==> config.mk <==
export PLATFORM = sky130hd
export DESIGN_NAME = register_bank_flat
export DESIGN_NICKNAME = d
export VERILOG_FILES = /design/src/rtl/regbank_pkg.sv /design/src/rtl/register_bank_if.sv /design/src/rtl/regbank_clr_seq.sv /design/src/rtl/register_bank.sv /design/src/flat_wrapper.sv
export SDC_FILE = /design/constraint.sdc
export NUM_CORES = 2
export LEC_CHECK = 0
export CELL_PAD_IN_SITES_DETAIL_PLACEMENT = 1
export CELL_PAD_IN_SITES_GLOBAL_PLACEMENT = 1
export CORE_MARGIN = 4
export CORE_UTILIZATION = 48
export CTS_CLUSTER_DIAMETER = 30
export DETAILED_ROUTE_END_ITERATION = 8
export HOLD_SLACK_MARGIN = 0.03
export PLACE_DENSITY = 0.9
export SYNTH_ARGS = -nofsm -noshare
export SYNTH_HDL_FRONTEND = slang
export SYNTH_HIERARCHICAL = 1
export SYNTH_SLANG_ARGS = --single-unit
==> constraint.sdc <==
create_clock -name clk -period 2.91 [get_ports clk]
set_clock_uncertainty 0.1 [all_clocks]
set_input_delay 0.4365 -clock clk [delete_from_list [all_inputs] [get_ports clk]]
set_output_delay 0.4365 -clock clk [all_outputs]
set_load 0.1 [all_outputs]
==> src/rtl/regbank_pkg.sv <==
// Shared definitions for the register bank: clear-FSM state encoding and
// parameter defaults used by register_bank, its interface and its clear sequencer.
package regbank_pkg;

    localparam int unsigned DATA_W_DEF   = 32;
    localparam int unsigned ADDR_W_DEF   = 5;
    localparam int unsigned DEPTH_DEF    = 32;
    localparam bit          ZERO_REG_DEF = 1'b1;
    localparam bit          BYPASS_DEF   = 1'b1;

    typedef enum logic {
        IDLE  = 1'b0,
        CLEAR = 1'b1
    } clr_state_e;

endpackage

==> src/rtl/register_bank_if.sv <==
// Register bank bus: two read ports, one byte-enabled write port and the
// clear handshake (clr in, busy/clr_done out).
//   master : drives addresses, write data/enables, reg_w, clr
//   slave  : drives r_data1/r_data2, busy, clr_done
interface register_bank_if
    import regbank_pkg::*;
#(
    parameter int unsigned DATA_W = DATA_W_DEF,
    parameter int unsigned ADDR_W = ADDR_W_DEF
);

    logic [ADDR_W-1:0]   r_reg1;
    logic [ADDR_W-1:0]   r_reg2;
    logic [DATA_W-1:0]   r_data1;
    logic [DATA_W-1:0]   r_data2;
    logic [ADDR_W-1:0]   w_reg_addr;
    logic [DATA_W-1:0]   w_data;
    logic [DATA_W/8-1:0] w_be;
    logic                reg_w;
    logic                clr;
    logic                busy;
    logic                clr_done;

    modport master (
        output r_reg1, r_reg2, w_reg_addr, w_data, w_be, reg_w, clr,
        input  r_data1, r_data2, busy, clr_done
    );

    modport slave (
        input  r_reg1, r_reg2, w_reg_addr, w_data, w_be, reg_w, clr,
        output r_data1, r_data2, busy, clr_done
    );

endinterface

==> src/rtl/regbank_clr_seq.sv <==
// Sequential clear engine: on clr walks an index 0..DEPTH-1, one entry per
// cycle, and pulses clr_done on the last one. clr is ignored while clearing.
//   clk, rst_n : clock, async active-low reset (aborts a clear in progress)
//   clr        : start pulse
//   busy       : high for exactly DEPTH cycles per clear
//   clr_done   : one-cycle pulse on the final clear cycle
//   clr_idx    : entry to zero this cycle
//   clr_en     : zero mem[clr_idx] at the next edge
module regbank_clr_seq
    import regbank_pkg::*;
#(
    parameter int unsigned ADDR_W = ADDR_W_DEF,
    parameter int unsigned DEPTH  = DEPTH_DEF
) (
    input  logic              clk,
    input  logic              rst_n,
    input  logic              clr,
    output logic              busy,
    output logic              clr_done,
    output logic [ADDR_W-1:0] clr_idx,
    output logic              clr_en
);

    localparam logic [ADDR_W-1:0] LAST_IDX = ADDR_W'(DEPTH - 1);

    clr_state_e        state_q, state_d;
    logic [ADDR_W-1:0] cnt_q, cnt_d;
    logic              done_q, done_d;

    // State, counter and done pulse registers
    always_ff @(posedge clk or negedge rst_n) begin
        if (!rst_n) begin
            state_q <= IDLE;
            cnt_q   <= '0;
            done_q  <= 1'b0;
        end else begin
            state_q <= state_d;
            cnt_q   <= cnt_d;
            done_q  <= done_d;
        end
    end

    // Next state; done is pre-decoded so it is registered alongside the final index
    always_comb begin
        state_d = state_q;
        cnt_d   = cnt_q;
        done_d  = 1'b0;
        case (state_q)
            IDLE: begin
                if (clr) begin
                    state_d = CLEAR;
                    cnt_d   = '0;
                end
            end
            CLEAR: begin
                if (cnt_q == LAST_IDX) begin
                    state_d = IDLE;
                    cnt_d   = '0;
                end else begin
                    cnt_d = cnt_q + ADDR_W'(1);
                end
            end
            default: state_d = IDLE;
        endcase
        done_d = (state_d == CLEAR) && (cnt_d == LAST_IDX);
    end

    assign busy     = (state_q == CLEAR);
    assign clr_en   = (state_q == CLEAR);
    assign clr_idx  = cnt_q;
    assign clr_done = done_q;

endmodule

==> src/rtl/register_bank.sv <==
// Two-read / one-write register file with byte enables, optional hardwired
// zero entry, optional write-to-read forwarding and a sequential clear.
//   clk, rst_n : clock, async active-low reset (zeroes every entry)
//   bus        : register_bank_if slave (reads, byte-enabled write, clear handshake)
module register_bank
    import regbank_pkg::*;
#(
    parameter int unsigned DATA_W   = DATA_W_DEF,
    parameter int unsigned ADDR_W   = ADDR_W_DEF,
    parameter int unsigned DEPTH    = DEPTH_DEF,
    parameter bit          ZERO_REG = ZERO_REG_DEF,
    parameter bit          BYPASS   = BYPASS_DEF
) (
    input  logic            clk,
    input  logic            rst_n,
    register_bank_if.slave  bus
);

    localparam int unsigned NB = DATA_W / 8;

    logic [DATA_W-1:0] mem [DEPTH];

    logic              busy;
    logic              clr_en;
    logic [ADDR_W-1:0] clr_idx;
    logic              w_ok_c;
    logic [DATA_W-1:0] w_merged_c;
    logic [DATA_W-1:0] rd1_c;
    logic [DATA_W-1:0] rd2_c;

    function automatic logic addr_ok(input logic [ADDR_W-1:0] a);
        return 32'(a) < 32'(DEPTH);
    endfunction

    function automatic logic zero_hit(input logic [ADDR_W-1:0] a);
        return ZERO_REG && (a == '0);
    endfunction

    regbank_clr_seq #(
        .ADDR_W (ADDR_W),
        .DEPTH  (DEPTH)
    ) u_clr_seq (
        .clk      (clk),
        .rst_n    (rst_n),
        .clr      (bus.clr),
        .busy     (busy),
        .clr_done (bus.clr_done),
        .clr_idx  (clr_idx),
        .clr_en   (clr_en)
    );

    // Write qualification and byte merge over the current entry
    always_comb begin
        w_ok_c     = bus.reg_w && !busy && addr_ok(bus.w_reg_addr) && !zero_hit(bus.w_reg_addr);
        w_merged_c = addr_ok(bus.w_reg_addr) ? mem[bus.w_reg_addr] : '0;
        for (int k = 0; k < NB; k++) begin
            if (bus.w_be[k]) begin
                w_merged_c[k*8 +: 8] = bus.w_data[k*8 +: 8];
            end
        end
    end

    // Read port 1; forwarding only fires for a qualifying write
    always_comb begin
        rd1_c = '0;
        if (addr_ok(bus.r_reg1) && !zero_hit(bus.r_reg1)) begin
            if (BYPASS && w_ok_c && (bus.r_reg1 == bus.w_reg_addr)) begin
                rd1_c = w_merged_c;
            end else begin
                rd1_c = mem[bus.r_reg1];
            end
        end
    end

    // Read port 2
    always_comb begin
        rd2_c = '0;
        if (addr_ok(bus.r_reg2) && !zero_hit(bus.r_reg2)) begin
            if (BYPASS && w_ok_c && (bus.r_reg2 == bus.w_reg_addr)) begin
                rd2_c = w_merged_c;
            end else begin
                rd2_c = mem[bus.r_reg2];
            end
        end
    end

    assign bus.r_data1 = rd1_c;
    assign bus.r_data2 = rd2_c;
    assign bus.busy    = busy;

    // Storage; writes are blocked while clearing so the two never collide
    always_ff @(posedge clk or negedge rst_n) begin
        if (!rst_n) begin
            for (int i = 0; i < DEPTH; i++) begin
                mem[i] <= '0;
            end
        end else if (clr_en) begin
            mem[clr_idx] <= '0;
        end else if (w_ok_c) begin
            mem[bus.w_reg_addr] <= w_merged_c;
        end
    end

endmodule

==> src/flat_wrapper.sv <==
// flat-port wrapper written by rule: the top's interface ports become plain ports
module register_bank_flat import regbank_pkg::*;
#(
    parameter int unsigned DATA_W   = DATA_W_DEF,
    parameter int unsigned ADDR_W   = ADDR_W_DEF,
    parameter int unsigned DEPTH    = DEPTH_DEF,
    parameter bit          ZERO_REG = ZERO_REG_DEF,
    parameter bit          BYPASS   = BYPASS_DEF
)
  (clk, rst_n, bus_r_reg1, bus_r_reg2, bus_w_reg_addr, bus_w_data, bus_w_be, bus_reg_w, bus_clr, bus_r_data1, bus_r_data2, bus_busy, bus_clr_done);
  register_bank_if #(.DATA_W(DATA_W), .ADDR_W(ADDR_W)) bus_i ();
  input  logic clk;
  input  logic rst_n;
  input wire logic [$bits(bus_i.r_reg1)-1:0] bus_r_reg1;
  input wire logic [$bits(bus_i.r_reg2)-1:0] bus_r_reg2;
  input wire logic [$bits(bus_i.w_reg_addr)-1:0] bus_w_reg_addr;
  input wire logic [$bits(bus_i.w_data)-1:0] bus_w_data;
  input wire logic [$bits(bus_i.w_be)-1:0] bus_w_be;
  input wire logic [$bits(bus_i.reg_w)-1:0] bus_reg_w;
  input wire logic [$bits(bus_i.clr)-1:0] bus_clr;
  output wire logic [$bits(bus_i.r_data1)-1:0] bus_r_data1;
  output wire logic [$bits(bus_i.r_data2)-1:0] bus_r_data2;
  output wire logic [$bits(bus_i.busy)-1:0] bus_busy;
  output wire logic [$bits(bus_i.clr_done)-1:0] bus_clr_done;
  assign bus_i.r_reg1 = bus_r_reg1;
  assign bus_i.r_reg2 = bus_r_reg2;
  assign bus_i.w_reg_addr = bus_w_reg_addr;
  assign bus_i.w_data = bus_w_data;
  assign bus_i.w_be = bus_w_be;
  assign bus_i.reg_w = bus_reg_w;
  assign bus_i.clr = bus_clr;
  assign bus_r_data1 = bus_i.r_data1;
  assign bus_r_data2 = bus_i.r_data2;
  assign bus_busy = bus_i.busy;
  assign bus_clr_done = bus_i.clr_done;
  register_bank #(.DATA_W(DATA_W), .ADDR_W(ADDR_W), .DEPTH(DEPTH), .ZERO_REG(ZERO_REG), .BYPASS(BYPASS)) u_core (.clk(clk), .rst_n(rst_n), .bus(bus_i));
endmodule
==> metrics.cfg, run 1 <==
[logic_synthesis]
synth_ff_type = dfrtp_1
synthSimpleGateAreaFrac_pct = 4.57
syn_avg_cell_area_sq_um = 12.6
async_flop_share_pct = 100
synth_mux_area_share_pct = 28.4
synth_nets = 5063
yosysWarnings = 6
synthAdderAreaFrac_pct = 0.0594
synth-edff-count = 0
synth_compound_area_share_pct = 20.9
syn_area_sq_um = 63200
syn_inst = 5005
synth_top_family_by_area = multiplexers
ys_seq_elements = 1031
ys_seq_area_share_pct = 40.8
synthXorXnorAreaFrac_pct = 0.139
synth_cell_type_count = 73

[clock_network]
cts_max_level = 4
cts_root_buf = clkbuf_16
clkSinkCount = 1031
clockBufferDepth = 3
numCtsBuffers = 237

[placement]
place_hpwl_microns = 262000
place_congestion = 1.11
port_buffers = 120
pre_cts_slack_ns = -0.992

[die]
io_pins = 121
start_util_pct = 48.6
rows = 132
die-height_microns = 371
die_x_microns = 371

[global_routing]
grt-ovfl-total = 1145
grt_pass1_wl_microns = 843000
grt_usage_pct = 86.3
grt_max_degree = 107
grt_pass1_vias = 91200

[outcome]
error = [ERROR GRT-0116] Global routing finished with congestion. Check the congestion regions in the DRC Viewer.
haltStage = 5_1_grt
status = did not finish

## cell usage after synthesis, drive strengths merged, types with 26 or more instances
cell       n  share of area [%]
nor3      57               0.46
nand2    260                1.5
nand3     39               0.31
mux2i    454                7.2
a221oi   115                1.6
a22oi    106                1.3
clkbuf   250                1.5
o211ai    44               0.52
buf      370                3.4
nor2      96               0.60
a22o     888                 12
a221o     39               0.62
a21oi    109               0.86
mux4     593                 21
and2      39               0.39
a211oi    31               0.41
dfrtp   1031                 41
o21ai    217                1.7
o22ai     26               0.26
## per-stage QoR
| step | hold slack, ns | instances | instance area, sq um | utilization [%] | setup TNS (ns) |
|---|---|---|---|---|---|
| 3_5_place_dp | 0.311 | 7183 | 76200 | 58.5 | -454.74 |
| 2_1_floorplan | 0.0409 | 5005 | 64900 | - | -20.85 |
| 3_3_place_gp | 0.313 | 7183 | 76200 | 58.5 | -323.20 |
| 4_1_cts | 0.202 | 7791 | 88000 | 67.6 | -43.17 |
## cell families after synthesis
group                      count (synthesis)
xor gates and xnor gates                  10
DFF                                     1031
muxes                                   1047
AOI/OAI and AO/OA                       1674
adders and majority gates                  3
and+or+nand+nor                          602
buffers and inverters                    638
## layer usage
metal  overflow  global-route usage, %
met5         23                   69.4
met3        114                   83.5
met2        522                   93.1
met1        106                   84.7
met4        380                   83.8
## repair_timing
| action | in CTS |
|---|---|
| hold buffers | 2 |
| resized for setup | 449 |
| pin swaps | 150 |
| endpoints found under the setup margin | 104 |
| hold endpoints to repair | 518 |
| gates cloned | 2 |
| buffers inserted | 162 |
==> inputs of run 2 (changes only) <==
--- a/config.mk
+++ b/config.mk
@@ -5,14 +5,10 @@
 export SDC_FILE = /design/constraint.sdc
 export NUM_CORES = 2
 export LEC_CHECK = 0
-export CELL_PAD_IN_SITES_DETAIL_PLACEMENT = 1
-export CELL_PAD_IN_SITES_GLOBAL_PLACEMENT = 1
 export CORE_MARGIN = 4
-export CORE_UTILIZATION = 48
-export CTS_CLUSTER_DIAMETER = 30
+export CORE_UTILIZATION = 40
 export DETAILED_ROUTE_END_ITERATION = 8
-export HOLD_SLACK_MARGIN = 0.03
-export PLACE_DENSITY = 0.9
+export PLACE_DENSITY_LB_ADDON = 0.15
 export SYNTH_ARGS = -nofsm -noshare
 export SYNTH_HDL_FRONTEND = slang
 export SYNTH_HIERARCHICAL = 1
==> constraint.sdc (replaced) <==
create_clock -name clk -period 3.8 [get_ports clk]
set_clock_uncertainty 0.1 [all_clocks]
set_input_delay 0.57 -clock clk [delete_from_list [all_inputs] [get_ports clk]]
set_output_delay 0.57 -clock clk [all_outputs]
set_load 0.1 [all_outputs]
==> run 2 against run 1 <==
Compared with the run above:
- the flow now finishes, with violations (negative setup slack)
- synthesized cell count unchanged
- area after synthesis stayed put
==> metrics.cfg, run 2 <==
[outcome]
status = complete, but fails checks  ; was did not finish
violations = negative setup slack

[sta]
worst_slack_ns = -0.0512
drv_slew = 0
setup_viol = 4
worst_slew_pin_slew_ns = 1.37
period_share_pct = 101
rsz0062_at_grt = true
maxSlewHeadroom_pct = 8.39
min_period_ns = 3.85
max_freq_mhz = 260
hold_violations = 0

[layout]
multiInputGateArea_sq_um = 35700
final_cell_mix = dfrtp_1 (1031), a22o_1 (885), mux4_2 (574)
largest_reg_flops = 1024
ff_latch_area_sq_um = 25800
final_common_cell = dfrtp_1
regMostFlops = u_core/mem
fillCellCount = 13700
fin_nets = 5295
final_cells = 7407
final_area_sq_um = 76800
drive_gt1_share_pct = 31.2
fin_util_pct = 49.1
area_growth_pct = 21.5

[setup_path]
startpoint_type = input pin
path_buf_inv = 6
crit_type = in -> out
cp_top_family = buffers and inverters
r2r_end = u_core/mem[994]
r2r_setup_slack_ns = 0.48
worstPathRequired_ns = 3.13
critPathSlowestCell = or4_4
startpoint = bus_w_reg_addr[4]
arrival_ns = 3.18
crit_fanout = 6
crit_chain = clkbuf_4 > or4_4 > o21ai_4 > buf_6 > or4_4 > buf_6 > nand2_8 > buf_12 > buf_4 > o2bb2ai_4 > buf_12
worst_setup_path_end_kind = output port
max_stage_delay_ns = 0.56
reg2reg_depth = 4
r2r-start = u_core/u_clr_seq/clr_idx[2]

[placement]
dp_cells = 7165  ; was 7183
place_congestion = 0.959  ; was 1.11
place_hpwl_microns = 207000  ; was 262000 microns
place_area_sq_um = 72400  ; was 76200 sq um
port_buffers = 120  ; unchanged

[logic_synthesis]
synth_nets = 5063  ; unchanged
synth_most_common_cell = dfrtp_1  ; unchanged
synth_top_area_cell = dfrtp_1  ; unchanged
ys_seq_elements = 1031  ; unchanged
synth_cell_type_count = 73  ; unchanged
synth-edff-count = 0  ; unchanged
synth_top_area_share_pct = 40.8  ; unchanged
syn_area_sq_um = 63200  ; unchanged
syn_inst = 5005  ; unchanged
async_flop_share_pct = 100  ; unchanged
yosysWarnings = 6  ; unchanged
ys_seq_area_share_pct = 40.8  ; unchanged
synth.top_cells.by_count = dfrtp_1 (1031), a22o_1 (888), mux4_2 (574), mux2i_1 (454), nand2_1 (260)  ; unchanged
synth_area_leaders = dfrtp_1 (41%), mux4_2 (20%), a22o_1 (12%), mux2i_1 (7.2%), buf_2 (1.9%)  ; unchanged
synth_ff_type = dfrtp_1  ; unchanged
syn_avg_cell_area_sq_um = 12.6  ; unchanged

[routing]
ant_nets = 0
drc_errors = 0
viasPerCell = 7.62
drtIter0Drc = 8863
wl_per_cell_microns = 44.2
vias = 56400
wl_microns = 327000
dr.pass1.iters = 8

[power_and_ir_drop]
ir_drop_v = 0.000373
powerDensity_nw_per_um2 = 404
clock_power_share_pct = 40.1
power_frac_seq_pct = 37.0
switchingPower_uw = 10400
pwr-share-comb_pct = 22.8
p_int_uw = 20600
power_leakage_uw = 0.0326
p_sw_share_pct = 33.7

[die]
rows = 145  ; was 132
io_pins = 121  ; unchanged
core_region_area_sq_um = 157000
dieArea_sq_um = 164000
start_util_pct = 40.4  ; was 48.6%
die_x_microns = 406  ; was 371 microns
die-height_microns = 406  ; was 371 microns

[global_routing]
grt-ovfl-total = 0
grt_pass1_vias = 54900
grt_usage_pct = 39.3
grt_max_degree = 131
antenna_found_initial = 22
grt_pass1_wl_microns = 451000

[clock_network]
insertion_delay_ns = 0.79
numCtsBuffers = 120  ; was 237
clkSinkCount = 1031  ; unchanged
cts_tree = yes
cts_root_buf = clkbuf_16  ; unchanged
clockBufferDepth = 3  ; unchanged
cts_max_level = 3  ; was 4
clk_pin_slew_ns = 0.06

[worst_hold_path]
hold_path.class = in -> async

[job]
maxCapViolations = 0

==> run 2: logic make-up after synthesis <==
kind of cell	count (synthesis)	synth area share [%]
adders and majority gates	3	0.0594
xor gates and xnor gates	10	0.139
DFF	1031	40.8
buffers and inverters	638	5.04
muxes	1047	28.4
AOI/OAI and AO/OA	1674	20.9
and+or+nand+nor	602	4.57
==> run 2: metal layers <==
metal  vias to the layer above  wire, microns  GRT usage (%)  part of all wire (%)
li1                      20900              -              -                     -
met1                     29400         120000           51.5                    37
met2                      4835         133000           53.8                    41
met3                      1322          48800           15.9                    15
met4                        16          25500           24.5                   7.8
met5                         -            322           1.04                 0.098
==> run 2: layout make-up <==
type | instances | share of cell area (%)
Timing Repair Buffer | 730 | 11.0
Sequential cell | 1031 | 33.6
Tap cell | 2058 | 3.35
Inverter | 18 | 0.0977
Antenna cell | 16 | 0.0521
Clock buffer | 172 | 4.56
Multi-Input combinational cell | 3336 | 46.5
Clock inverter | 46 | 0.822
==> run 2: power by group through the flow <==
stage	combinational [uW]	clock (uW)	sequential [uW]
after detailed placement	6750	0	11700
after CTS	6770	12500	11500
final	7080	12400	11500
after global routing	7050	12900	11500
after floorplan	3070	0	11600
after global placement	6730	0	11700
==> run 2: how the worst max path moves through the flow <==
stage / to / depth (start not counted) / slack [ns]
after global routing: bus_r_data2[10] / 10 / -0.03
after detailed placement: bus_r_data2[22] / 10 / -0.38
after CTS: bus_r_data2[22] / 9 / -0.005
final: bus_r_data2[10] / 11 / -0.05
after floorplan: bus_r_data2[4] / 10 / -0.49
after global placement: bus_r_data2[22] / 10 / -0.44
==> run 2: worst register-to-register path, cell delays in order, from the launching register on <==
cell and delay (ns):
dfrtp_1 0.57, nor3_1 1.02, nand2_2 0.63, buf_4 0.51, and2_1 0.39
==> run 2: timing repair <==
action | in CTS | in global routing
hold buffers | 1 | 0
gates resized for setup | 21 | 15
pin swaps | 4 | 6
endpoints found under the setup margin | 64 | 22
buffers inserted | 4 | 1
endpoints found under the hold margin | 41 | 0
gates cloned | 1 | 1
==> run 2: through the flow <==
step | setup WS [ns] | setup TNS (ns) | power [uW] | hold WS, ns
after detailed placement | -0.380 | -12.56 | 18400 | 0.409
after CTS | -0.00491 | -0.00491 | 30700 | 0.257
after global placement | -0.442 | -15.11 | 18400 | 0.398
after floorplan | -0.493 | -2.47 | 14700 | 0.174
final | -0.0512 | -0.148 | 31000 | 0.258
after global routing | -0.0283 | -0.0386 | 31500 | 0.310
Note: power is estimated with default switching activity, not from simulation.
